==> config.mk <==
export PLATFORM = sky130hd
export DESIGN_NAME = core_alu_sched
export DESIGN_NICKNAME = d
export VERILOG_FILES = /design/src/rtl/core_alu_sched.sv
export SDC_FILE = /design/constraint.sdc
export NUM_CORES = 1
export LEC_CHECK = 0
export ABC_CLOCK_PERIOD_IN_PS = 2650
export BUFFER_PORTS_ARGS = -buffer_cell sky130_fd_sc_hd__buf_2
export CAP_MARGIN = 40
export CORE_AREA = 2 2 166 168
export DETAILED_ROUTE_END_ITERATION = 8
export DIE_AREA = 0 0 168 170
export GPL_TIMING_DRIVEN = 0
export PLACE_DENSITY = 0.63
export SYNTH_ARGS = -nofsm -noshare
export SYNTH_HDL_FRONTEND = slang
export SYNTH_SLANG_ARGS = --single-unit
==> constraint.sdc <==
create_clock -name clk -period 2.65 [get_ports clk]
set_input_delay 0.265 -clock clk [delete_from_list [all_inputs] [get_ports clk]]
set_output_delay 0.265 -clock clk [all_outputs]
set_load 0.05 [all_outputs]
==> src/rtl/core_alu_sched.sv <==
// Shares one core_alu between requester A (integer issue) and B (LSU address gen):
// round-robin accept, one-hot op decode, latency hold, and a held valid/ready response.
module core_alu_sched #(
    parameter int ALU_LAT = 2,
    parameter int TAG_W   = 4
) (
    input  logic             clk,
    input  logic             rst,
    input  logic             flush,

    input  logic             a_req_valid,
    output logic             a_req_ready,
    input  logic [5:0]       a_op,
    input  logic [31:0]      a_rs1,
    input  logic [31:0]      a_rs2,
    input  logic [31:0]      a_imm,
    input  logic [TAG_W-1:0] a_tag,

    input  logic             b_req_valid,
    output logic             b_req_ready,
    input  logic [5:0]       b_op,
    input  logic [31:0]      b_rs1,
    input  logic [31:0]      b_rs2,
    input  logic [31:0]      b_imm,
    input  logic [TAG_W-1:0] b_tag,

    output logic [32:0]      alu_op,
    output logic [31:0]      alu_rs1,
    output logic [31:0]      alu_rs2,
    output logic [31:0]      alu_imm,
    input  logic [31:0]      alu_result,

    output logic             rsp_valid,
    input  logic             rsp_ready,
    output logic             rsp_src,
    output logic [TAG_W-1:0] rsp_tag,
    output logic [31:0]      rsp_result,
    output logic             rsp_err,
    output logic             busy
);

    localparam logic [5:0] LAST_LEGAL_OP = 6'd32;
    localparam logic [3:0] CNT_INIT      = 4'(ALU_LAT - 1);

    typedef enum logic [1:0] {IDLE, EXEC, RESP} state_t;

    state_t           state, state_nxt;
    logic             last_grant;   // 0 = A, 1 = B
    logic [5:0]       op_q;
    logic [31:0]      rs1_q, rs2_q, imm_q;
    logic [TAG_W-1:0] tag_q;
    logic             src_q;
    logic [3:0]       cnt;
    logic [31:0]      result_q;
    logic             err_q;

    logic             grant_a, grant_b, can_accept, accept, sel_src, op_legal;
    logic [5:0]       sel_op;

    // Arbitration and accept decode: readys depend only on current inputs and state.
    // NOTE: every signal driven in always_comb gets a default first so no latch is inferred.
    always_comb begin
        grant_a     = a_req_valid && (!b_req_valid || last_grant);
        grant_b     = b_req_valid && (!a_req_valid || !last_grant);
        can_accept  = (state == IDLE) && !flush && !rst;
        a_req_ready = can_accept && grant_a;
        b_req_ready = can_accept && grant_b;
        accept      = (a_req_valid && a_req_ready) || (b_req_valid && b_req_ready);
        sel_src     = b_req_ready;
        sel_op      = sel_src ? b_op : a_op;
        op_legal    = (sel_op <= LAST_LEGAL_OP);
    end

    always_comb begin
        state_nxt = state;
        case (state)
            IDLE:    if (accept) state_nxt = op_legal ? EXEC : RESP;
            EXEC:    if (cnt == 4'd0) state_nxt = RESP;
            RESP:    if (rsp_ready) state_nxt = IDLE;
            default: state_nxt = IDLE;
        endcase
        // flush wins over everything, including a same-cycle response handshake
        if (flush) state_nxt = IDLE;
    end

    always_comb begin
        alu_op     = '0;
        alu_rs1    = '0;
        alu_rs2    = '0;
        alu_imm    = '0;
        if (state == EXEC) begin
            alu_op  = 33'd1 << op_q;
            alu_rs1 = rs1_q;
            alu_rs2 = rs2_q;
            alu_imm = imm_q;
        end
        rsp_valid  = (state == RESP);
        rsp_src    = rsp_valid && src_q;
        rsp_tag    = rsp_valid ? tag_q : '0;
        rsp_result = rsp_valid ? result_q : '0;
        rsp_err    = rsp_valid && err_q;
        busy       = (state != IDLE);
    end

    // NOTE: sequential state uses non-blocking assignments so every register sees pre-edge values.
    always_ff @(posedge clk) begin
        if (rst) begin
            state      <= IDLE;
            last_grant <= 1'b1;
            op_q       <= '0;
            rs1_q      <= '0;
            rs2_q      <= '0;
            imm_q      <= '0;
            tag_q      <= '0;
            src_q      <= 1'b0;
            cnt        <= '0;
            result_q   <= '0;
            err_q      <= 1'b0;
        end else begin
            state <= state_nxt;
            if (accept) begin
                op_q       <= sel_op;
                rs1_q      <= sel_src ? b_rs1 : a_rs1;
                rs2_q      <= sel_src ? b_rs2 : a_rs2;
                imm_q      <= sel_src ? b_imm : a_imm;
                tag_q      <= sel_src ? b_tag : a_tag;
                src_q      <= sel_src;
                last_grant <= sel_src;
                cnt        <= CNT_INIT;
                result_q   <= '0;
                err_q      <= !op_legal;
            end else if (state == EXEC) begin
                if (cnt != 4'd0) cnt <= cnt - 4'd1;
                else             result_q <= alu_result;
            end
        end
    end

endmodule
## Word level (Yosys, flattened, before mapping)

Cells that the tools add are included.

- Register bits after elaboration: 147
- Bits of input ports: 250
- Output and inout bits: 171
- Word-level logic and storage cells: 71

- Shift operators: 1
- $lt $le $gt $ge: 1
- Add/sub/neg operators: 1
- Bitwise gates (word level): 1
- Multiplexer cells: 19
- Reduce and logical (&&, ||, !) cells: 31
- Eq/ne operators: 5

Operator list:

| cell | number |
|---|---|
| 32-bit 2-to-1 mux | 7 |
| 33-bit 2-to-1 mux | 1 |
| 1-bit by 6-bit << shifter with 33-bit output, first input constant | 1 |
| 1-bit logical AND | 10 |
| 2-bit 2-to-1 mux | 4 |
| 4-bit 2-to-1 mux | 2 |
| 6-bit less-or-equal comparator, second input constant | 1 |
| 1-bit logical NOT | 6 |
| 6-bit 2-to-1 mux | 1 |
| 2-bit one-hot mux with 3 select lines | 1 |
| 2-bit AND reduction | 3 |
| 2-bit nonzero test | 3 |
| 4-bit logical NOT | 1 |
| 2-bit != test, second input constant | 2 |
| 4-bit nonzero test | 1 |
| 2-bit OR reduction | 2 |
| 4-bit by 1-bit subtractor with 4-bit output, second input constant | 1 |
| 1-bit logical OR | 3 |
| 1-bit 2-to-1 mux | 3 |
| 3-bit AND reduction | 1 |
| 2-bit by 1-bit == test with 1-bit output, second input constant | 1 |
| 2-bit == test, second input constant | 1 |
| 2-bit logical NOT | 1 |
| 2-bit by 1-bit != test with 1-bit output, second input constant | 1 |
| 1-bit NOT | 1 |

## Logic depth before layout (Yosys ltp)

- Depth after elaboration: 9
- Mapped depth: 8
- Mapped depth without buffers: 6

## Least setup slack after synthesis

Ideal clock, no wire load.

- Kind: register -> output
- Start: register state[0]
- End: output alu_op[32]
- Data required time: 2.385 ns
- Slack: -0.118 ns
- Stages on the path, launching flop included: 6
- Arrival: 2.503 ns
- Cell sequence: dfxtp_1 > nor2b_1 > buf_2 > clkbuf_1 > nand3b_1 > nor4_1

- Word-level cells in the longest chain between the ends: 2

RTL lines:

| element | RTL line | RTL |
|---|---|---|
| start, declared | 47 | `state_t state, state_nxt;` |
| start signal, assigned | 120 | `state <= state_nxt;` |
| 2-bit by 1-bit == test with 1-bit output | 91 | `if (state == EXEC) begin` |
| 33-bit 2-to-1 mux | 91 |  |
| end, declared | 27 | `output logic [32:0] alu_op,` |

No other way between the ends.

## Worst setup path in the final report

- Start: register state[0]
- End: output a_req_ready

- Word-level cells in the longest chain between the ends: 4

RTL lines:

| element | RTL line | RTL |
|---|---|---|
| 2-bit logical NOT | 65 | `can_accept = (state == IDLE) && !flush && !rst;` |
| 1-bit logical AND (2 in series) | 65 |  |
| 1-bit logical AND | 66 | `a_req_ready = can_accept && grant_a;` |
| end, declared | 12 | `output logic a_req_ready,` |

No other way between the ends.

==> impl_metrics.json <==
{
  "pwr-share-seq_pct": 41.6,
  "p_sw_share_pct": 28.9,
  "firstDrtPassIters": 4,
  "fin_worst_skew_ps": 13.3,
  "start_kind": "register",
  "synthDistinctLibCells": 36,
  "grt_pass1_vias": 7789,
  "clock-root-buffer": "clkbuf_16",
  "ant_nets": 0,
  "synthFlopType": "dfxtp_1",
  "vias": 7727,
  "syn_nets": 1121,
  "cts_sinks": 147,
  "wl_per_cell_um": 17.5,
  "io_pins": 421,
  "coreArea_um2": 26700,
  "period_share_pct": 93.7,
  "fp.dieH_um": 170,
  "endpoint_kind": "output port",
  "drive_gt1_share_pct": 37.7,
  "syn_area_per_cell_um2": 8.54,
  "cts_tree": "built",
  "hp-class": "primary input to register",
  "synth_top_area_share_pct": 39.6,
  "total_power_mw": 5.86,
  "mostFrequentLayoutCells": "443 x buf_2, 147 x dfxtp_1, 134 x and2_1, 107 x nand3b_1, 107 x mux2i_1",
  "core.rowCount": 60,
  "worst_pin_slew_ps": 743,
  "fp.dieW_um": 168,
  "grt_max_degree": 20,
  "place_inst": 1631,
  "p_sw_mw": 1.69,
  "fillCellCount": 2831,
  "p_comb_share_pct": 14.7,
  "path_class": "register to output port",
  "area_growth_pct": 42.9,
  "clkPwrFrac_pct": 43.6,
  "nets": 1560,
  "crit_fanout": 19,
  "p_int_mw": 4.16,
  "finalSetupViolCount": 0,
  "grt_pass1_wl_mm": 43.4,
  "layout_commonest_cell": "buf_2",
  "maxCapViolCount": 0,
  "synthCells": 870,
  "ys_seq_area_share_pct": 39.6,
  "ys_ff_latch": 147,
  "drtIter0Drc": 255,
  "finalHoldViolations": 0,
  "rsz0062_at_grt": "no",
  "viasPerCell": 4.64,
  "cts-buffers-inserted": 17,
  "cp_cell_sequence": "nor4_4 -> o21ai_2 -> buf_2 -> buf_2 -> nor2_1 -> buf_4",
  "gp_congestion": 0.841,
  "dieArea_um2": 28600,
  "fin_cells": 1667,
  "grt_usage_pct": 19.8,
  "synth_edf_count": 0,
  "power.density_nw_per_um2": 551,
  "async_flop_share_pct": 0,
  "required_ps": 2380,
  "cts_max_level": 4,
  "timing.final.crit_period_ps": 2480,
  "path_common_cell": "buf_2",
  "relSlewSlack_pct": 50.5,
  "drv_slew": 0,
  "vdd_drop_max_mv": 0.335,
  "yosysTopAreaCell": "dfxtp_1",
  "syn_area_um2": 7430,
  "leakagePower_nw": 5.57,
  "clock_path_buffers": 2,
  "max_freq_mhz": 403,
  "slowest_delay_ps": 390,
  "start_util_pct": 27.9,
  "place_hpwl_mm": 23.1,
  "synth.top_cells.by_area": "dfxtp_1 40%, mux2i_1 14%, and2_1 11%, nand3b_1 11%, o21ai_0 4.7%",
  "clk_latency_ps": 430,
  "yosys_warnings": 0,
  "status": "finished, final reports clean",
  "antenna_found_initial": 8,
  "grt_remaining_overflow": 0,
  "crit_slowest_cell": "nor4_4",
  "drc": 0,
  "port-buffer-count": 420,
  "wl_mm": 29.1,
  "clkTransAtPathRegs_ps": 70,
  "critPathArrivalTime_ps": 2220
}
## path summary, 6_finish.rpt
check | from | end | slack [ps] | depth (start not counted)
max reg2reg | state[0] | rs1_q[24] | 570 | 7
max | state[0] | a_req_ready | 170 | 6
min | alu_result[13] | result_q[13] | 80 | 3
min reg2reg | result_q[28] | result_q[28] | 450 | 2
## timing repair
item                                    CTS  global route
pin swaps                                 1             0
hold buffers                              0             0
endpoints found under the setup margin   38            26
setup buffers                             1             0
gates resized for setup                   6            12
## metal layers
layer | wire (µm) | track usage, % | vias up
met5 | 38 | 0 | -
li1 | - | - | 3844
met3 | 2450 | 6.63 | 24
met1 | 11900 | 22.4 | 3542
met4 | 317 | 4.73 | 6
met2 | 14400 | 35.8 | 311
## flip-flops by register name, indices dropped and copies added, names as in the netlist
signal      count
tag_q           4
rs1_q          32
src_q           1
state           2
last_grant      1
result_q       32
cnt             4
err_q           1
rs2_q          32
imm_q          32
op_q            6
## logic make-up (layout without fill, tap and decap cells)
family                   Yosys count  count (layout)  synth area share, %
AND/OR/NAND/NOR                  381             381                 30.3
AO/OA/AOI/OAI                    152             152                 10.6
flip-flops                       147             147                 39.6
other                              0               4                    0
adder cells (fa/ha/maj)            1               1                0.168
multiplexers                     107             107                 14.4
XOR/XNOR                           1               1                0.118
buffers and inverters             81             533                 4.83
## worst max-delay path: cells and delay by family, from the launching register on
kind,cells,cell delay [ps]
buf+inv,3,770
flops,1,380
compound gates,1,130
simple gates,2,520
## synth_stat cells, drive strengths merged, types with 3 or more instances
| library cell | number |
|---|---|
| nand2 | 75 |
| dfxtp | 147 |
| nand2b | 5 |
| nor2 | 41 |
| o21ai | 111 |
| nor4 | 3 |
| and2 | 134 |
| a21oi | 34 |
| clkbuf | 40 |
| inv | 5 |
| mux2i | 107 |
| nor2b | 4 |
| nand3b | 107 |
| buf | 36 |
## power groups by stage
stage	combinational, mW	sequential, mW	clock, mW
finish	0.864	2.44	2.56
global route	0.947	2.46	2.73
CTS	0.876	2.44	2.63
detailed placement	0.871	2.49	0
global placement	0.861	2.48	0
floorplan	0.497	2.46	0
## stage by stage
step | hold slack (ps) | worst slack (ps) | TNS, ps | instance area, µm² | utilization, %
final | 78.5 | 166 | 0 | 10600 | 39.9
after global routing | 61.2 | 4.51 | 0 | 10600 | 39.8
after CTS | 56.5 | 24.2 | 0 | 10600 | 39.7
after detailed placement | 443 | -34.3 | -181 | 9970 | 37.4
after global placement | 439 | -49.7 | -408 | 9970 | 37.4
after floorplan | 401 | 452 | 0 | 7440 | -
## cell type report
class | instances | area [µm²] | share of cell area, %
Antenna cell | 4 | 10.0 | 0.0942
Timing Repair Buffer | 421 | 2120 | 20.0
Tap cell | 341 | 427 | 4.02
Clock buffer | 17 | 425 | 4.00
Inverter | 5 | 18.8 | 0.177
Clock inverter | 15 | 183 | 1.72
Multi-Input combinational cell | 642 | 4150 | 39.0
Buffer | 75 | 347 | 3.26
Sequential cell | 147 | 2940 | 27.7
Power figures use the tool's default switching activity.
